### config.mk
export PLATFORM = sky130hd
export DESIGN_NAME = seq_controller
export DESIGN_NICKNAME = d
export VERILOG_FILES = /design/src/rtl/cpu_defs.sv /design/src/rtl/phase_counter.sv /design/src/rtl/seq_controller.sv
export SDC_FILE = /design/constraint.sdc
export NUM_CORES = 1
export LEC_CHECK = 0
export CORE_AREA = 10 10 47 49
export CTS_CLUSTER_SIZE = 8
export DETAILED_ROUTE_END_ITERATION = 6
export DIE_AREA = 0 0 57 59
export GPL_TIMING_DRIVEN = 0
export HOLD_SLACK_MARGIN = 0.02
export SETUP_SLACK_MARGIN = 0.15
export SYNTH_ARGS = -nofsm -noshare
export SYNTH_HDL_FRONTEND = slang
export SYNTH_HIERARCHICAL = 1
export SYNTH_SLANG_ARGS = --single-unit
### constraint.sdc
create_clock -name clk -period 3.21 [get_ports clk]
set_input_delay 0.8025 -clock clk [delete_from_list [all_inputs] [get_ports clk]]
set_output_delay 0.8025 -clock clk [all_outputs]
set_load 0.02 [all_outputs]
### src/rtl/cpu_defs.sv
// Shared definitions for the accumulator CPU: opcode encoding (common with the ALU),
// sequencer phase numbering and the ALU-operation membership test.
package cpu_defs;

  typedef enum logic [2:0] {
    HLT = 3'b000,
    SKZ = 3'b001,
    ADD = 3'b010,
    AND = 3'b011,
    XOR = 3'b100,
    LDA = 3'b101,
    STO = 3'b110,
    JMP = 3'b111
  } opcode_t;

  typedef enum logic [2:0] {
    INST_ADDR  = 3'd0,
    INST_FETCH = 3'd1,
    INST_LOAD  = 3'd2,
    IDLE       = 3'd3,
    OP_ADDR    = 3'd4,
    OP_FETCH   = 3'd5,
    ALU_OP     = 3'd6,
    STORE      = 3'd7
  } phase_t;

  typedef struct packed {
    logic sel;
    logic rd;
    logic ld_ir;
    logic inc_pc;
    logic halt;
    logic ld_pc;
    logic data_e;
    logic ld_ac;
    logic wr;
  } strobes_t;

  // Opcodes whose result comes back through the ALU into the accumulator.
  function automatic logic is_aluop(input logic [2:0] op);
    case (op)
      ADD, AND, XOR, LDA: return 1'b1;
      default:            return 1'b0;
    endcase
  endfunction

endpackage

### src/rtl/phase_counter.sv
// 3-bit wrapping phase counter with asynchronous active-low reset and a hold enable.
module phase_counter (
  input  logic       clk,
  input  logic       rst_,
  input  logic       en,
  output logic [2:0] phase
);

  always_ff @(posedge clk or negedge rst_) begin
    if (!rst_) begin
      phase <= 3'd0;
    end else if (en) begin
      phase <= phase + 3'd1;
    end
  end

endmodule

### src/rtl/seq_controller.sv
// Eight-phase fetch/execute sequencer: phase counter, halted flag and a purely
// combinational decode of phase, opcode and zero into datapath strobes.
module seq_controller
  import cpu_defs::*;
#(
  parameter int HALT_STICKY = 1
) (
  input  logic       clk,
  input  logic       rst_,
  input  logic [2:0] opcode,
  input  logic       zero,
  output logic       sel,
  output logic       rd,
  output logic       ld_ir,
  output logic       inc_pc,
  output logic       halt,
  output logic       ld_pc,
  output logic       data_e,
  output logic       ld_ac,
  output logic       wr,
  output logic [2:0] phase
);

  localparam bit STICKY = (HALT_STICKY != 0);

  logic     halted_reg;
  logic     halted_next;
  logic     cnt_en;
  logic     op_hlt;
  logic     op_skz;
  logic     op_sto;
  logic     op_jmp;
  logic     aluop;
  strobes_t strb;

  phase_counter u_phase_counter (
    .clk   (clk),
    .rst_  (rst_),
    .en    (cnt_en),
    .phase (phase)
  );

  always_ff @(posedge clk or negedge rst_) begin
    if (!rst_) begin
      halted_reg <= 1'b0;
    end else begin
      halted_reg <= halted_next;
    end
  end

  // Unknown opcode bits fall to the default arm and decode as a no-op.
  always_comb begin
    op_hlt = 1'b0;
    op_skz = 1'b0;
    op_sto = 1'b0;
    op_jmp = 1'b0;
    case (opcode)
      HLT:     op_hlt = 1'b1;
      SKZ:     op_skz = 1'b1;
      STO:     op_sto = 1'b1;
      JMP:     op_jmp = 1'b1;
      default: ;
    endcase
    aluop = is_aluop(opcode);
  end

  // The counter must already be frozen on the edge that sets halted, so phase stays at OP_ADDR.
  always_comb begin
    halted_next = halted_reg;
    if (STICKY && (phase == OP_ADDR) && op_hlt) begin
      halted_next = 1'b1;
    end
    cnt_en = !halted_next;
  end

  always_comb begin
    strb = '0;
    if (halted_reg) begin
      strb.halt = 1'b1;
    end else begin
      case (phase)
        INST_ADDR: begin
          strb.sel = 1'b1;
        end
        INST_FETCH: begin
          strb.sel = 1'b1;
          strb.rd  = 1'b1;
        end
        INST_LOAD, IDLE: begin
          strb.sel   = 1'b1;
          strb.rd    = 1'b1;
          strb.ld_ir = 1'b1;
        end
        OP_ADDR: begin
          strb.inc_pc = 1'b1;
          strb.halt   = op_hlt;
        end
        OP_FETCH: begin
          strb.rd = aluop;
        end
        ALU_OP: begin
          strb.rd     = aluop;
          strb.inc_pc = op_skz && zero;
          strb.ld_pc  = op_jmp;
          strb.data_e = op_sto;
        end
        STORE: begin
          strb.rd     = aluop;
          strb.ld_ac  = aluop;
          strb.ld_pc  = op_jmp;
          strb.wr     = op_sto;
          strb.data_e = op_sto;
        end
        default: ;
      endcase
    end
  end

  assign sel    = strb.sel;
  assign rd     = strb.rd;
  assign ld_ir  = strb.ld_ir;
  assign inc_pc = strb.inc_pc;
  assign halt   = strb.halt;
  assign ld_pc  = strb.ld_pc;
  assign data_e = strb.data_e;
  assign ld_ac  = strb.ld_ac;
  assign wr     = strb.wr;

endmodule

## Word-level counts from Yosys, hierarchy flattened

Cells that the tools add are included.

- Bits in registers: 4
- Output and inout bits: 12
- Logic and storage cells: 43

- $add $sub $neg: 1
- Multiplexer cells: 16
- Equality and inequality tests: 14
- Reductions and logical operators: 10

Operators by type and width:

| kind | number |
|---|---|
| $eq 3x3->1 const B | 8 |
| $eq 3x2->1 const B | 4 |
| $mux 1 | 10 |
| $mux 4 | 2 |
| $reduce_or 4->1 | 2 |
| $eq 3x1->1 const B | 2 |
| $logic_not 3->1 | 2 |
| $reduce_or 3->1 | 2 |
| $mux 2 | 2 |
| $pmux 1 s2 | 2 |
| $reduce_or 2->1 | 2 |
| $add 3x1->3 const B | 1 |
| $logic_and 1x1->1 | 2 |

## Depth between registers and ports, before layout

- Depth in word-level cells: 5
- Gate-level depth with buffers: 4

## Cells and area by module

Netlist, hierarchy kept.

Modules (own cells, without submodules):

| module | instances | seq. area each (µm²) | cells an instance | area an instance (µm²) |
|---|---|---|---|---|
| seq_controller | 1 | 25.0 | 21 | 161.4 |
| phase_counter | 1 | 75.1 | 8 | 123.9 |

## Worst setup path before layout

No wires, ideal clock.

- Path type: in2out
- Start: input opcode[1]
- End: output inc_pc
- Cell stages on the path: 2
- Required time: 2.408 ns
- Slack: 0.781 ns
- Path buffers: 0
- Arrival: 1.626 ns
- Cell sequence: nand4bb_1 a2111oi_2

- Longest elaborated chain between the ends: 5

RTL lines:

| what | RTL line | RTL |
|---|---|---|
| start: declaration | seq_controller.sv:10 | `input logic [2:0] opcode,` |
| $eq 3x1->1 | seq_controller.sv:57 | `case (opcode)` |
| $mux 1 | seq_controller.sv:57 |  |
| $logic_and 1x1->1 | seq_controller.sv:103 | `strb.inc_pc = op_skz && zero;` |
| $pmux 1 s2 | seq_controller.sv:81 | `case (phase)` |
| $mux 4 | seq_controller.sv:78 | `if (halted_reg) begin` |
| end: declaration | seq_controller.sv:15 | `output logic inc_pc,` |

No other way between the ends.

## Final worst setup path

- Start: input opcode[0]
- End: output inc_pc

Same word-level chain as after synthesis.

==> run metrics <==
status=finished, final reports clean; via count=289; Clk Latency, worst-skew pair=230 ps; clk sinks=4; post-synthesis mux area share=5.26%; Initial Util=20.4%; Tot Pwr=0.000473 W; die span in y=59 um; DRC=0; post-place setup slack=-184 ps; row count=14; CP Class=input port to primary output; Area Overhead vs Synth=74.1%; pin slew with the least headroom to its limit=412 ps; Max FO, Critical Path=5; period utilisation layout=91.5%; TritonCTS Buffers=3; GP Congestion=0.675; initial antenna violation count=0; worst vdd ir=0.403 mV; maximum capacitance violations=0; most frequent cells in the layout=clkdlybuf4s50_1 (10), nor2_1 (4), dfrtp_1 (4); clock-pin slew on the worst setup and hold paths=30 ps; CTS H-Tree Depth=1; worst endpoint required time=2410 ps; clock root buffer=clkbuf_4; Synth Flop Type=dfrtp_1; Synth Area in Compound Gates=13.2%; unrepaired setup endpoints after global routing=false; Clock Path Buffers=2; Hold Crit Class=register to register; Synth Area per Inst=9.84 um2; CP Data Arrival Time=2130 ps; CTS tree=built; vias in the first global route=345; Post-Syn Instances=29; sequential area share after synthesis=35.1%; commonest non-fill, non-tap cell in the layout=clkdlybuf4s50_1; GRT overflow=0; Max Clock Freq=340 MHz; proportion of layout cells with a drive suffix above 1=16.3%; post-synthesis xor/xnor area fraction=9.21%; CP Launch Type=input port; final net count=58; min setup slack post-route=273 ps; EDFF count, synth=0; GRT Total Usage=5.42%; Mapped Area=285 um2; Port Buffers=17; Routed Antenna Nets=0; die area=3360 um2; Post-CTS Hold Buffers=0; first-pass GRT wire length=1440 um; main combinational cell family by area after synthesis=simple AND/OR/NAND/NOR gates; clk_skew=4.70 ps; Period minus WS final=2940 ps; WL/cell=13.5 um; Critical Path Sink Type=primary output; Synth Area in Adders=4.39%; post-layout util=35.4%; Core ar.=1400 um2; IO Pins=18; Die Span X=57 um; wirelength, routed=875 um; DRT iter0 DRCs=2; Yosys reg bits=4; Simple-Gate Fraction of Synth Area=30.3%; first drt pass iteration count=2; Via-to-Cell Ratio=4.45; Synth cell types=19; Largest register FFs=3; Max Transition Viols Final=0; Ant. Diodes=0; PwrDens=952 nW/um2; endpoints failing setup=0; Pleak=0.246 nW; Fin. Hold Viols=0; WHS=612 ps; pin count of the biggest net entering global routing=9; Post-Syn Nets=36; total of warnings raised by yosys=6; Slew HR=72.4%; FFs w/ async S/R, synth=100%
critical path: stages:
cell and delay [ps]:
clkdlybuf4s50_1 570, nand4bb_1 160, a2111oi_2 380, clkbuf_2 230
per-layer routing:
metal	routed length (um)	global-route usage [%]
met5	0	0
met4	0	5.03
met3	94	3.00
met2	433	8.84
met1	347	4.67
cells in the mapped netlist (2+ instances only):
| cell | n | area share, % |
|---|---|---|
| dfrtp_1 | 4 | 35 |
| nor3_1 | 2 | 3.5 |
| inv_1 | 2 | 2.6 |
| nor2_1 | 4 | 5.3 |
| nand2_1 | 2 | 2.6 |
| xnor2_1 | 2 | 6.1 |
power by group:
part	internal (W)	switching (W)
logic	0.000142	0.000137
clock network	0.0000418	0.0000199
registers	0.0000784	0.0000543
cell type report:
cell class / count / area, um2
flip-flops and latches: 4 / 100
multi-input cells: 23 / 178
repair buffers: 17 / 169
fillers: 155 / 905
well taps: 16 / 20.0
clock buffers: 3 / 22.5
inverters: 2 / 7.51
stage by stage:
| step | TNS, ps | cell area, um2 | instances |
|---|---|---|---|
| after CTS | 0 | 493 | 65 |
| after global routing | 0 | 497 | 65 |
| after global placement | -193 | 475 | 62 |
| after floorplan | 0 | 285 | 29 |
| final | 0 | 497 | 65 |
| after detailed placement | -184 | 475 | 62 |
worst paths after layout:
| check | start | to | slack, ps | depth (start not counted) |
|---|---|---|---|---|
| max reg2reg | u_phase_counter/phase[2]$_DFFE_PN0P_ | u_phase_counter/phase[1]$_DFFE_PN0P_ | 1760 | 3 |
| max in group asynchronous | rst_ | u_phase_counter/phase[2]$_DFFE_PN0P_ | 2260 | 1 |
| min reg2reg | halted_reg$_DFF_PN0_ | halted_reg$_DFF_PN0_ | 610 | 1 |
| min in group asynchronous | rst_ | u_phase_counter/phase[0]$_DFFE_PN0P_ | 770 | 1 |
| max | opcode[0] | inc_pc | 270 | 4 |
| min | halted_reg$_DFF_PN0_ | halted_reg$_DFF_PN0_ | 610 | 1 |
what timing repair did:
action	in CTS	in global routing
gates resized for setup	4	6
buffers inserted	0	0
setup endpoints to repair	4	4
cell families (layout without fill, tap and decap cells):
family	after synthesis	count (layout)
and+or+nand+nor	14	14
AOI/OAI and AO/OA	4	4
DFF	4	4
xor gates and xnor gates	3	3
buffers and inverters	2	22
adders and majority gates	1	1
muxes	1	1
Power figures use the tool's default switching activity.
==> variant 1 (same flow settings) <==
Register the output `ld_ac`, cleared by the reset; this adds one clock of latency there. The other outputs are not delayed to match.
--- a/src/rtl/seq_controller.sv
+++ b/src/rtl/seq_controller.sv
@@ -22,6 +22,8 @@
 );
 
   localparam bit STICKY = (HALT_STICKY != 0);
+
+  logic ld_ac_d;
 
   logic     halted_reg;
   logic     halted_next;
@@ -123,8 +125,16 @@
   assign halt   = strb.halt;
   assign ld_pc  = strb.ld_pc;
   assign data_e = strb.data_e;
-  assign ld_ac  = strb.ld_ac;
+  assign ld_ac_d = strb.ld_ac;
   assign wr     = strb.wr;
+
+  always_ff @(posedge clk or negedge rst_) begin
+    if (!rst_) begin
+      ld_ac <= '0;
+    end else begin
+      ld_ac <= ld_ac_d;
+    end
+  end
 
 endmodule
 
Function: changed (a bounded check fails within 10 cycles, from zero or initial values and one cycle with rst_ low).
==> variant 1 against the original RTL <==
- sequential cell count rose by 1
- routed wire length rose by 11%
- setup slack improved by 0.0092 ns
- clock skew rose by 0.0043 ns
- power rose by 5.0%
- cell area rose by 3.8%
- area after synthesis rose by 6.1%
- global-route usage rose by 0.48 points
- clock power rose by 20%
- cell count rose by 4.6%
- critical path type unchanged
- largest power group unchanged
==> variant 1: results (changes against the original RTL) <==
hold buffer count at cts = 0 (unchanged)
H-tree level count = 1 (unchanged)
vias in the first global route = 319 (-7.5%)
final net count = 60 (+3.4%)
initial antenna violation count = 0 (unchanged)
Cell variety after synth = 18 (-1)
placed cell area = 493 um^2 (+3.7%)
first-pass GRT wire length = 1470 um (+1.9%)
GR Util All Layers = 0.0590 (+0.00477)
syn nets = 38 (+5.6%)
Peak VDD IR = 329 uV (-18%)
top post-synthesis cells by area = dfrtp_1, xnor2_1, nor3_1
most frequent cells after synthesis = dfrtp_1, nor2_1, inv_1, nor3_1
Clock transition at path regs = 0.05 ns (+0.02 ns)
Final Hold Fails = 0 (unchanged)
clock skew = 0.00903 ns (+0.00433 ns)
fraction of layout cells with a size suffix above 1 = 0.135 (-0.0286)
slowest cell on the critical path = clkdlybuf4s50_1
CP Data Arrival Time = 2.13 ns (about the same)
Final GP Congestion = 0.689 (+2.1%)
Leakage = 0.254 nW (+3.0%)
Filler cells = 162 (+4.5%)
postcts setup bufs = 0 (unchanged)
max_slew headroom = 0.761 (+0.0365)
worst-skew pair later-pin latency = 0.25 ns (+0.02 ns)
maximum clock path buffer count = 2 (unchanged)
maximum number of pins on one net before global-route repair = 9 (unchanged)
post-DP HPWL = 706 um
wire per inst = 14.2 um (+5.7%)
Critical Path Max Stage Delay = 0.54 ns (-0.03 ns)
async set-or-reset flop fraction in the synthesized netlist = 1.00 (unchanged)
min-delay src = u_phase_counter/phase[2]
DRT iter0 DRCs = 7 (+5)
Ant. Diodes = 0 (unchanged)
Seq/Total Area, Yosys = 0.413 (+0.0623)
Hold Path Class = register to register
cts bufs inserted = 3 (unchanged)
TritonRoute pass-1 iters = 4 (+2)
Worst R2R Start = u_phase_counter/phase[2]
largest delay contributor family on the critical path = buffers and inverters
Main synth FF type = dfrtp_1
Vias per Instance = 4.44 (-0.11%)
Largest register FFs = 3 (unchanged)
worst-path fanout max = 4 (-1)
YS warnings = 6 (unchanged)
status = finished clean
Sw Ratio = 0.446 (about the same)
Critical Path Source = opcode[2]
variant 1: cell types whose count changed after synthesis, sizes merged:
cell   delta
nor3b     -1
inv       +1
dfrtp     +1
nor4b     -1
nor4      +1
nor3      +1
variant 1: cells by family (layout without fill, tap and decap cells):
kind of cell             after synthesis  in the layout  share of synthesized area
AND/OR/NAND/NOR                       14             14                      0.248
flip-flops                             5              5                      0.413
AO/OA/AOI/OAI                          4              4                      0.124
XOR/XNOR                               3              3                     0.0868
buffers and inverters                  3             24                     0.0372
adder cells (fa/ha/maj)                1              1                     0.0413
multiplexers                           1              1                     0.0496
variant 1: routing by layer:
layer | up-vias | share of wire | GRT usage
li1 | 151 | - | -
met1 | 141 | 0.36 | 0.0467
met2 | 8 | 0.56 | 0.101
met3 | 2 | 0.051 | 0.0236
met4 | 0 | 0.028 | 0.0705
met5 | - | 0 | 0
variant 1: final cells by class:
class / instances / area [um^2] / area share
Multi-Input combinational cell: 23 / 166 / 0.323
Timing Repair Buffer: 17 / 166 / 0.323
Sequential cell: 5 / 125 / 0.243
Clock buffer: 4 / 26.3 / 0.0510
Tap cell: 16 / 20.0 / 0.0388
Inverter: 3 / 11.3 / 0.0218
variant 1: metrics by stage:
step	worst slack, ns	util	cells	TNS (ns)	hold slack, ns
after global placement	-0.138	0.352	64	-0.138	0.612
final	0.282	0.368	68	0	0.622
after global routing	0.230	0.368	68	0	0.654
after floorplan	0.781	-	31	0	0.507
after CTS	0.141	0.367	68	0	0.618
after detailed placement	-0.138	0.352	64	-0.138	0.610
variant 1: timing repair:
item | in CTS | in global routing
gates resized for setup | 4 | 5
endpoints found under the hold margin | 0 | 0
setup endpoints to repair | 4 | 3
pin swaps | 0 | 0
variant 1: path summary, 6_finish.rpt:
check	endpoint	slack, ns	cells past startpoint
max	wr	0.28	4
min	u_phase_counter/phase[2]	0.62	1
min in group asynchronous	u_phase_counter/phase[2]	0.78	1
max in group asynchronous	u_phase_counter/phase[0]	2.24	1
min reg2reg	u_phase_counter/phase[2]	0.62	1
max reg2reg	u_phase_counter/phase[1]	1.77	3
variant 1: power groups by stage:
stage | sequential (mW) | clock, mW | combinational [mW]
6_report | 0.151 | 0.0738 | 0.272
5_1_grt | 0.157 | 0.0778 | 0.295
4_1_cts | 0.151 | 0.0752 | 0.279
3_5_place_dp | 0.153 | 0 | 0.289
3_3_place_gp | 0.154 | 0 | 0.288
2_1_floorplan | 0.161 | 0 | 0.142
==> variant 2 (same flow settings) <==
Without the edit above. Reset style: synchronous (`rst_`), changed in 2 clocked blocks. Comments in the files are not updated.
--- a/src/rtl/phase_counter.sv
+++ b/src/rtl/phase_counter.sv
@@ -6,7 +6,7 @@
   output logic [2:0] phase
 );
 
-  always_ff @(posedge clk or negedge rst_) begin
+  always_ff @(posedge clk) begin
     if (!rst_) begin
       phase <= 3'd0;
     end else if (en) begin
--- a/src/rtl/seq_controller.sv
+++ b/src/rtl/seq_controller.sv
@@ -40,7 +40,7 @@
     .phase (phase)
   );
 
-  always_ff @(posedge clk or negedge rst_) begin
+  always_ff @(posedge clk) begin
     if (!rst_) begin
       halted_reg <= 1'b0;
     end else begin
Check against the original RTL: differs if rst_ is asserted again (counterexample within 4 cycles, from zero or initial values and one cycle with rst_ low); with rst_ held inactive, the same outputs for 10 cycles.
==> variant 2 against the original RTL <==
- routed wire length up 0.46%
- area after synthesis up 7.0%
- utilization rose by 0.71 points
- highest routed layer unchanged
- setup slack got worse by 0.033 ns
- cell area rose by 2.0%
- sequential cell count unchanged
Power is not compared: it rests on default switching activity, and its combinational part moved more than twofold at a synthesized area within 25%.
==> variant 2: results (changes against the original RTL) <==
Vias per Instance = 4.58 (+3.0%)
syn nets = 42 (+17%)
met2 wire len = 390 um (-9.9%)
metal3 WL = 98 um (+4.3%)
GR Util All Layers = 0.0518 (-0.00237)
Seq/Total Area, Yosys = 0.262 (-0.0886)
Placed Cells incl. Taps = 68 (+9.7%)
status = finished clean
DRT iter0 DRCs = 5 (+3)
CP Data Arrival Time = 2.17 ns (+0.04 ns)
Final GP Congestion = 0.646 (-4.2%)
Routed WL = 879 um (+0.46%)
Top Metal Used = met3
worst-path fanout max = 5 (unchanged)
Post-Layout Cell Count = 71 (+9.2%)
post-DP HPWL = 681 um
async set-or-reset flop fraction in the synthesized netlist = 0 (-1.00)
Critical Path Max Stage Delay = 0.52 ns (-0.05 ns)
vias in the first global route = 340 (-1.4%)
Ant. Diodes = 0 (unchanged)
fraction of layout cells with a size suffix above 1 = 0.182 (+0.0186)
Clock transition at path regs = 0.04 ns
most frequent cells after synthesis = dfxtp_1, nand2_1, nor2_1
Cells after Synth = 35 (+21%)
M1 wire length = 390 um (+12%)
maximum number of pins on one net before global-route repair = 11 (+2)
clock skew = 0.000127 ns (-0.00457 ns)
final net count = 64 (+10%)
Root Driver = clkbuf_4
top post-synthesis cells by area = dfxtp_1, mux2i_1, a2111oi_2
first-pass GRT wire length = 1450 um (+0.49%)
Peak VDD IR = 163 uV
Cell variety after synth = 24 (+5)
max_slew headroom = 0.763 (+0.0386)
[variant 2: cell types whose count changed after synthesis, moves of 2 or more]
cell      unedited run  this run
dfrtp_1              4         0
dfxtp_1              0         4
mux2i_1              0         2
nand2b_1             0         2
[variant 2: cells by family after synthesis]
kind of cell	synth area share
buffers and inverters	0.0287
AOI/OAI and AO/OA	0.143
muxes	0.0656
and+or+nand+nor	0.402
xor gates and xnor gates	0.0574
adders and majority gates	0.0410
DFF	0.262
[variant 2: worst max-delay path: cells and delay by family]
kind / cells / cell delay, ns
buffers and inverters: 2 / 0.85
and+or+nand+nor: 1 / 0.36
AOI/OAI and AO/OA: 1 / 0.16
[variant 2: timing repair]
item                                    4_1_cts  5_1_grt
pin swaps                                     0        0
endpoints found under the setup margin        7        4
resized for setup                             8        9
[variant 2: routing by layer]
layer	vias up	track usage
li1	169	-
met5	-	0
met3	0	0.0386
met1	145	0.0521
met2	11	0.0806
met4	0	0.0201
[variant 2: per-stage QoR]
| step | total power [mW] | setup WS, ns | hold WS (ns) | util | area, um^2 |
|---|---|---|---|---|---|
| detailed placement | 0.121 | -0.165 | 0.580 | 0.354 | 495 |
| global placement | 0.121 | -0.165 | 0.573 | 0.354 | 495 |
| CTS | 0.185 | 0.0948 | 0.594 | 0.370 | 518 |
| floorplan | 0.0900 | 0.781 | 0.610 | - | 305 |
| finish | 0.180 | 0.240 | 0.595 | 0.362 | 507 |
| global route | 0.193 | 0.138 | 0.644 | 0.362 | 507 |
[variant 2: power breakdown]
part | internal, mW | switching [mW]
clock network | 0.0418 | 0.0196
logic | 0.0286 | 0.0275
registers | 0.0537 | 0.00931
total | 0.124 | 0.0563
[variant 2: final cells by class]
cell class / instances / area (um^2)
Sequential cell: 4 / 80.1
Multi-Input combinational cell: 29 / 225
Timing Repair Buffer: 17 / 150
Buffer: 1 / 5.00
Fill cell: 167 / 895
Clock buffer: 3 / 22.5
Tap cell: 16 / 20.0
Inverter: 1 / 3.75
[variant 2: worst paths after layout]
kind | slack, ns | depth (start not counted) | to | start
worst max-delay path | 0.24 | 4 | halt | opcode[0]
worst max register to register | 1.84 | 4 | u_phase_counter/phase[0] | u_phase_counter/phase[2]
worst min register to register | 0.60 | 2 | u_phase_counter/phase[2] | u_phase_counter/phase[2]
worst min-delay path | 0.60 | 2 | u_phase_counter/phase[2] | u_phase_counter/phase[2]
